==> src/rtl/rt_mem_readback_ctrl.sv <==
// ---------------------------------------------------------------------------
// rt_mem_readback_ctrl
//
// Read engine for port B of the racetrack/LiM data memory. Walks a region of
// num_words_i words starting at base_addr_i. For each word it issues a single
// read (one-cycle mem_en_o strobe) and waits for mem_rvalid_i. It then presents
// the captured word, together with its byte address, on an output stream. The
// block is used to dump memory after a run and to read back the region that
// was loaded over port B.
//
// Ports
//   clk, rst_n        clock, asynchronous active-low reset
//   start_i           start request, only looked at while idle
//   abort_i           synchronous abort, wins over every other transition
//   base_addr_i       first byte address (bits [1:0] are ignored)
//   num_words_i       number of words to read (0 = immediate done pulse)
//   busy_o            high whenever the engine is not idle
//   done_o            one-cycle completion pulse (not raised on abort)
//   err_timeout_o     sticky, set when a read got no rvalid in time;
//                     cleared by the next accepted start
//   mem_en_o          port B access strobe, one cycle per word
//   mem_we_o          port B write enable, tied low (read-only engine)
//   mem_be_o          port B byte enables, tied all-ones
//   mem_addr_o        port B byte address (registered)
//   mem_rvalid_i      read data valid from memory
//   mem_rdata_i       read data from memory
//   out_valid_o       stream valid
//   out_ready_i       stream ready
//   out_data_o        captured word
//   out_addr_o        byte address of out_data_o
//   dbg_state_o       current FSM state, for checkers and debug
//
// Stream handshake: a beat transfers on a rising clk edge where out_valid_o
// and out_ready_i are both high. Once out_valid_o is raised it stays high, and
// out_data_o/out_addr_o stay unchanged, until that transfer happens. The only
// exceptions are abort_i and reset. out_valid_o never depends
// combinationally on out_ready_i.
// ---------------------------------------------------------------------------
module rt_mem_readback_ctrl #(
  parameter int ADDR_WIDTH     = 22,
  parameter int DATA_WIDTH     = 32,
  parameter int CNT_WIDTH      = 16,
  parameter int TIMEOUT_CYCLES = 64
) (
  input  logic                    clk,
  input  logic                    rst_n,
  input  logic                    start_i,
  input  logic                    abort_i,
  input  logic [ADDR_WIDTH-1:0]   base_addr_i,
  input  logic [CNT_WIDTH-1:0]    num_words_i,
  output logic                    busy_o,
  output logic                    done_o,
  output logic                    err_timeout_o,
  output logic                    mem_en_o,
  output logic                    mem_we_o,
  output logic [DATA_WIDTH/8-1:0] mem_be_o,
  output logic [ADDR_WIDTH-1:0]   mem_addr_o,
  input  logic                    mem_rvalid_i,
  input  logic [DATA_WIDTH-1:0]   mem_rdata_i,
  output logic                    out_valid_o,
  input  logic                    out_ready_i,
  output logic [DATA_WIDTH-1:0]   out_data_o,
  output logic [ADDR_WIDTH-1:0]   out_addr_o,
  output logic [2:0]              dbg_state_o
);

  typedef enum logic [2:0] {
    S_IDLE = 3'd0,
    S_REQ  = 3'd1,
    S_WAIT = 3'd2,
    S_OUT  = 3'd3,
    S_GAP  = 3'd4,
    S_DONE = 3'd5
  } state_e;

  // The timeout counter only has to hold 0..TIMEOUT_CYCLES-1.
  localparam int TO_W = $clog2(TIMEOUT_CYCLES + 1);
  localparam logic [TO_W-1:0] TO_LAST = TO_W'(TIMEOUT_CYCLES - 1);

  state_e                  state_q, state_d;
  logic [ADDR_WIDTH-1:0]   addr_q, addr_d;
  logic [CNT_WIDTH-1:0]    remaining_q, remaining_d;
  logic [TO_W-1:0]         to_cnt_q, to_cnt_d;
  logic                    busy_q, busy_d;
  logic                    done_q, done_d;
  logic                    err_q, err_d;
  logic                    mem_en_q, mem_en_d;
  logic                    out_valid_q, out_valid_d;
  logic [DATA_WIDTH-1:0]   out_data_q, out_data_d;
  logic [ADDR_WIDTH-1:0]   out_addr_q, out_addr_d;
  logic                    zero_done;

  // Word alignment: the two low address bits are dropped.
  logic unused_base_lsbs;
  assign unused_base_lsbs = ^base_addr_i[1:0];

  always_comb begin
    state_d     = state_q;
    addr_d      = addr_q;
    remaining_d = remaining_q;
    to_cnt_d    = to_cnt_q;
    err_d       = err_q;
    out_valid_d = out_valid_q;
    out_data_d  = out_data_q;
    out_addr_d  = out_addr_q;
    zero_done   = 1'b0;

    case (state_q)
      S_IDLE: begin
        if (start_i) begin
          err_d = 1'b0;
          if (num_words_i != '0) begin
            addr_d      = {base_addr_i[ADDR_WIDTH-1:2], 2'b00};
            remaining_d = num_words_i;
            state_d     = S_REQ;
          end else begin
            // Empty request: acknowledge it without touching memory.
            zero_done = 1'b1;
          end
        end
      end
      S_REQ: begin
        to_cnt_d = '0;
        state_d  = S_WAIT;
      end
      S_WAIT: begin
        if (mem_rvalid_i) begin
          out_valid_d = 1'b1;
          out_data_d  = mem_rdata_i;
          out_addr_d  = addr_q;
          state_d     = S_OUT;
        end else if (to_cnt_q == TO_LAST) begin
          // This was the last WAIT cycle allowed. Give up on the whole
          // transfer. Any rvalid that arrives later lands outside WAIT and is
          // dropped.
          err_d   = 1'b1;
          state_d = S_DONE;
        end else begin
          to_cnt_d = to_cnt_q + TO_W'(1);
        end
      end
      S_OUT: begin
        if (out_ready_i) begin
          out_valid_d = 1'b0;
          addr_d      = addr_q + ADDR_WIDTH'(4);
          remaining_d = remaining_q - CNT_WIDTH'(1);
          // remaining_q counts words still owed, including this one. Testing
          // for 1 before the decrement means the counter never wraps, even
          // for the largest count.
          state_d     = (remaining_q == CNT_WIDTH'(1)) ? S_DONE : S_GAP;
        end
      end
      S_GAP: begin
        state_d = S_REQ;
      end
      S_DONE: begin
        state_d = S_IDLE;
      end
      default: begin
        state_d = S_IDLE;
      end
    endcase

    // Abort overrides everything. The engine drops the stream and any memory
    // access, reports no done, and leaves the error flag untouched.
    if (abort_i) begin
      state_d     = S_IDLE;
      addr_d      = addr_q;
      remaining_d = remaining_q;
      to_cnt_d    = to_cnt_q;
      err_d       = err_q;
      out_valid_d = 1'b0;
      zero_done   = 1'b0;
    end

    // The strobe-style outputs are decoded from the next state, so they line
    // up exactly with the state they belong to while coming straight from
    // flops.
    mem_en_d = (state_d == S_REQ);
    busy_d   = (state_d != S_IDLE);
    done_d   = zero_done || (state_d == S_DONE);
  end

  always_ff @(posedge clk or negedge rst_n) begin
    if (!rst_n) begin
      state_q     <= S_IDLE;
      addr_q      <= '0;
      remaining_q <= '0;
      to_cnt_q    <= '0;
      busy_q      <= 1'b0;
      done_q      <= 1'b0;
      err_q       <= 1'b0;
      mem_en_q    <= 1'b0;
      out_valid_q <= 1'b0;
      out_data_q  <= '0;
      out_addr_q  <= '0;
    end else begin
      state_q     <= state_d;
      addr_q      <= addr_d;
      remaining_q <= remaining_d;
      to_cnt_q    <= to_cnt_d;
      busy_q      <= busy_d;
      done_q      <= done_d;
      err_q       <= err_d;
      mem_en_q    <= mem_en_d;
      out_valid_q <= out_valid_d;
      out_data_q  <= out_data_d;
      out_addr_q  <= out_addr_d;
    end
  end

  assign busy_o        = busy_q;
  assign done_o        = done_q;
  assign err_timeout_o = err_q;
  assign mem_en_o      = mem_en_q;
  assign mem_we_o      = 1'b0;
  assign mem_be_o      = '1;
  assign mem_addr_o    = addr_q;
  assign out_valid_o   = out_valid_q;
  assign out_data_o    = out_data_q;
  assign out_addr_o    = out_addr_q;
  assign dbg_state_o   = state_q;

endmodule

==> config.mk <==
export PLATFORM = sky130hd
export DESIGN_NAME = rt_mem_readback_ctrl
export DESIGN_NICKNAME = d
export VERILOG_FILES = /design/src/rtl/rt_mem_readback_ctrl.sv
export SDC_FILE = /design/constraint.sdc
export NUM_CORES = 1
export LEC_CHECK = 0
export ABC_AREA = 0
export CORE_UTILIZATION = 42
export CTS_CLUSTER_DIAMETER = 40
export CTS_CLUSTER_SIZE = 40
export DETAILED_ROUTE_END_ITERATION = 10
export PLACE_DENSITY_LB_ADDON = 0.12
export SLEW_MARGIN = 40
export SYNTH_ARGS = -nofsm -noshare
export SYNTH_HDL_FRONTEND = slang
export SYNTH_SLANG_ARGS = --single-unit
export TNS_END_PERCENT = 50
==> constraint.sdc <==
create_clock -name clk -period 2.1 [get_ports clk]
set_input_delay 0.63 -clock clk [delete_from_list [all_inputs] [get_ports clk]]
set_output_delay 0.63 -clock clk [all_outputs]
set_load 0.01 [all_outputs]
==> summary.md <==
| Metric | Value |
|---|---|
| Status | finished, violations left |
| Failing checks | DRC, setup timing |
| Ys flop type | dfrtp_1 |
| CTS buffer count | 9 |
| Hold slack | 0.2268 ns |
| Total power | 7.584 mW |
| Num ports | 165 |
| Vias in the first global route | 4495 |
| Pre-CTS setup slack | -0.5055 ns |
| Area Overhead vs Synth | 49.94% |
| Critical path class | register to register |
| Worst-path clk slew | 0.06 ns |
| DR WL/cell | 16.53 µm |
| Setup Total Neg Slack | -0.01327 ns |
| Final period utilization | 100.6% |
| Rows | 39 |
| LEAKAGE | 3.075 nW |
| Inst Count DP | 808 |
| Initial antenna violation count | 0 |
| DRT Pass-1 Iters | 9 |
| Syn Inst Count | 484 |
| CTS Root Cell | clkbuf_16 |
| Hold Fails Final Rpt | 0 |
| Post-synth cell types | 53 |
| Max Clk Rate | 473.2 MHz |
| Routed Antenna Nets | 0 |
| Netlist area before placement | 5004 µm² |
| Clock Skews | 0.005161 ns |
| Syn. warnings | 0 |
| Endpoints failing setup | 1 |
| Pin count of the biggest net entering global routing | 39 |
| CTS max path bufs | 2 |
| Pins Over Slew Limit | 0 |
| Crit. End Element | register |
| Syn avg cell area | 10.34 µm² |
| First DRT Iteration DRCs | 225 |
| Finished Cell Area | 7502 µm² |
| DRC errors left | 26 |
| Die Y | 111.1 µm |
| Final Util | 65.15% |
| N_diodes | 0 |
| Fin worst setup slack | -0.01327 ns |
| Sequential Area | 2579 µm² |
| Cells along the critical path | inv_2 > ha_4 > or3b_4 > or3_4 > or4_4 > a21oi_2 > a2bb2oi_2 |
| Post-DR vias/cell | 5.467 |
| Tightest Hold Check Type | input port to asynchronous set/reset pin |
| H-tree depth | 3 |
| Max-cap violations | 0 |
| Total congestion overflow | 0 |
| Seq/Total Area, Yosys | 51.51% |
| Multi-input logic area | 2352 µm² |
| Initial Util | 43.45% |
| Die X-Extent | 111.1 µm |
| Buffers on Ports | 153 |
| First-pass GRT wire length | 22.02 mm |
| CP startpoint kind | register |
| Fin cells | 825 |
| Post-DP HPWL | 9.566 mm |
| Nets | 761 |
| Synth Register Bits | 103 |
| Latest clock arrival within the worst-skew pair | 0.34 ns |
| CTS sink count | 103 |
| Peak supply drop | 0.6953 mV |
| CP Buf/Inv Count | 1 |
| Die area | 12350 µm² |
| FILL cells | 955 |
| Period minus WS final | 2.113 ns |
| Async S/R FF share, synth | 100.0% |
| GRT Total Usage | 22.41% |
| CP delay by family, top | simple AND/OR/NAND/NOR gates |
| Placed cell area | 7068 µm² |
| Fraction of layout cells with a size suffix above 1 | 23.17% |
| CP arrival | 2.39 ns |
| DR vias | 4510 |
| CP max FO | 2 |
| Power Density | 1011 nW/µm² |
| CTS tree | done |
| Post-synth EDFFs | 0 |
| WP data required | 2.38 ns |
| Unrepaired setup endpoints after global routing | true |
| Max stage delay cell, worst path | or4_4 |
| GPL Wtd Cong | 0.8084 |
| CP max stage delay | 0.44 ns |
| Core area | 11520 µm² |
| Post-Route WL | 13.64 mm |
-- where the power goes --
group          switching (mW)  internal, mW
combinational            1.12          1.83
sequential              0.474          2.65
clock                   0.674         0.842
total                    2.27          5.32
-- layer usage --
layer	wire length (µm)	track usage [%]
met1	5989	29.12
met2	6741	37.74
met3	778	4.319
met4	125	7.207
met5	0	0
-- timing repair --
action                                  in CTS  in global routing
cloned                                       1                  1
hold buffers                                 0                  0
pin swaps                                    4                  7
resized for setup                           15                 16
endpoints found under the setup margin      38                 34
setup buffers                                2                  1
-- logic make-up (layout without fill, tap and decap cells) --
| logic type | after synthesis | count (layout) | synth area share, % |
|---|---|---|---|
| AOI/OAI and AO/OA | 140 | 140 | 17.25 |
| adders and majority gates | 4 | 4 | 1.000 |
| buffers and inverters | 45 | 236 | 4.301 |
| DFF | 103 | 103 | 51.51 |
| muxes | 54 | 54 | 12.10 |
| other | 2 | 9 | 0.1501 |
| and+or+nand+nor | 136 | 136 | 13.68 |
-- cell usage in the layout (no fill, tap or decap), types with 6 or more instances in the layout --
cell	count
clkbuf_16	10
o2bb2ai_1	6
nor3_1	9
o21ai_0	35
clkdlybuf4s50_1	149
dfrtp_1	102
nor4_2	6
buf_4	56
inv_1	7
o22ai_1	11
nand2b_1	6
nand2_1	35
conb_1	9
a21oi_1	42
nor4_1	6
a2bb2oi_1	9
nand3_1	14
nor2_1	30
mux2_2	52
-- flip-flops by register name (all words and copies together) (netlist names) --
| register | cells |
|---|---|
| err_timeout_o | 1 |
| remaining_q | 16 |
| busy_o | 1 |
| mem_addr_o | 20 |
| dbg_state_o | 3 |
| mem_en_o | 1 |
| out_valid_o | 1 |
| out_data_o | 32 |
| done_o | 1 |
| to_cnt_q | 7 |
| out_addr_o | 20 |
-- path summary, 6_finish.rpt --
check	startpoint	end	slack, ns	depth (start not counted)
worst min-delay path	rst_n	done_o	0.23	1
worst max register to register	remaining_q[1]	remaining_q[14]	-0.01	7
worst max-delay path	remaining_q[1]	remaining_q[14]	-0.01	7
min in group clk	out_data_o[5]	out_data_o[5]	0.51	1
worst min register to register	out_data_o[5]	out_data_o[5]	0.51	1
max in group asynchronous	rst_n	out_data_o[10]	1.29	2
-- cells in the mapped netlist, types with 10 or more instances --
cell type	count	area (µm²)
buf_2	10	50.05
o22ai_1	13	81.33
a21oi_1	43	215.2
mux2_2	52	585.6
a2bb2oi_1	10	87.58
nand2_1	35	131.4
clkbuf_1	17	63.81
nor2_1	31	116.4
nor4_1	12	75.07
o21ai_0	39	195.2
dfrtp_1	103	2577
nand3_1	14	70.07
-- area by class of cell --
type	count	share of cell area [%]
clock buffer	11	3.369
timing repair buffer	215	27.97
sequential	103	34.37
clock inverter	1	0.1001
tap	143	2.385
multi-input combinational	343	31.35
inverter	9	0.4503
Note: power is estimated with default switching activity, not from simulation.
==> edit: new RTL, same flow settings <==
`CNT_WIDTH`: 16 -> 18.
--- a/src/rtl/rt_mem_readback_ctrl.sv
+++ b/src/rtl/rt_mem_readback_ctrl.sv
@@ -39,7 +39,7 @@
 module rt_mem_readback_ctrl #(
   parameter int ADDR_WIDTH     = 22,
   parameter int DATA_WIDTH     = 32,
-  parameter int CNT_WIDTH      = 16,
+  parameter int CNT_WIDTH      = 18,
   parameter int TIMEOUT_CYCLES = 64
 ) (
   input  logic                    clk,
Interface: changed (resized num_words_i); port bits go from 165 to 167. The function was not compared with the original's and may differ.
==> edit against the unedited design <==
Via count is 6.0% higher. Sequential cell count is 2 higher. Cell area is 4.2% higher. Sequential share of layout area is 0.63 points lower. Count of clock-buffer cells in the layout is 2 lower. Die area is 5.4% higher. Power is 3.9% higher. Setup slack better by 0.062 ns. Sequential power is 3% higher. Area after synthesis is 5.5% higher. Wire length is 8.6% higher.
==> edit: results (changes against the unedited design) <==
Clock network
  – Number of buffers added for setup after CTS: 7 (was 2)
  – Post_cts resized: 29 (was 15)
  – Clock Latency Late Sink: 0.36 ns (was 0.34 ns)
  – Clock slew at reported path FFs: 0.08 ns (was 0.06 ns)

Logic synthesis
  – Cell count after synthesis: 512 (was 484)
  – Synth top area cells: dfrtp_1 50%, mux2_2 11%, a21oi_1 3.5% (was dfrtp_1 52%, mux2_2 12%, a21oi_1 4.3%)

Critical path
  – Worst Setup EP: dbg_state_o[0] (was remaining_q[14]$_DFFE_PN0P_)
  – Max Fanout on Critical Path: 7 (was 2)
  – RR Startpoint: remaining_q[0]$_DFFE_PN0P_ (was remaining_q[1]$_DFFE_PN0P_)
  – CP max stage delay: 0.59 ns (was 0.44 ns)
  – Worst path arrival time: 1.42 ns (was 2.39 ns)
  – R2R setup slack: 0.08 ns (was -0.01 ns)
  – R2R cell count: 6 (was 7)

Cells and area
  – Nets: 786 (was 761)
  – Fraction of area in multi-input gates: 32.0% (was 31.4%)
  – Clock buf/inv share: 3.65% (was 3.47%)
  – Finished Core Util: 64.5% (was 65.1%)
  – #MultiIn Comb: 362 (was 343)

Place
  – Cell count after placement: 849 (was 808)
  – Routability cong.: 0.860 (was 0.808)
  – Detailed placement HPWL: 10300 um (was 9570 um)

Pwr
  – Sw frac: 32.2% (was 29.9%)
  – Leakage: 3.21 nW (was 3.07 nW)

Routing
  – Vias per cell: 5.45 (was 5.47)
  – Met2 wire length: 7160 um (was 6740 um)

Timing
  – Setup TNS: 0 ns (was -0.0133 ns)
  – Hold slack: 0.262 ns (was 0.227 ns)

Global route
  – Met3 Usage GRT: 5.13% (was 4.32%)
  – Largest net degree at the start of global routing: 36 (was 39)
  – First-pass GRT wire length: 23600 um (was 22000 um)
  – Vias in the first global route: 4624 (was 4495)
  – Overall global routing resource usage: 23.2% (was 22.4%)

Run status
  – Run status: finished, final reports clean (was finished, violations left)
[edit: cell count changes in the layout (fill, tap and decap cells not counted), sizes merged, moves of 6 or more]
cell / unedited run / this run
inv: 9 / 18
a22oi: 5 / 11
dlygate4sd2: 1 / 9
nand2: 35 / 28
clkdlybuf4s50: 149 / 135
nand3: 14 / 24
[edit: power by group through the flow]
| stage | logic [mW] | clock network [mW] | registers (mW) |
|---|---|---|---|
| 2_1_floorplan | 0.963 | 0 | 3.44 |
| 3_3_place_gp | 2.92 | 0 | 3.19 |
| 3_5_place_dp | 2.96 | 0 | 3.23 |
| 4_1_cts | 3.02 | 1.70 | 3.20 |
| 5_1_grt | 3.21 | 1.78 | 3.32 |
| 6_report | 3.00 | 1.66 | 3.22 |
[edit: cells by family after synthesis]
kind of cell / share of synthesized area [%]
other: 0.142
flip-flops: 49.8
AND/OR/NAND/NOR: 15.5
multiplexers: 11.5
AO/OA/AOI/OAI: 17.0
adder cells (fa/ha/maj): 0.948
buffers and inverters: 4.81
XOR/XNOR: 0.332
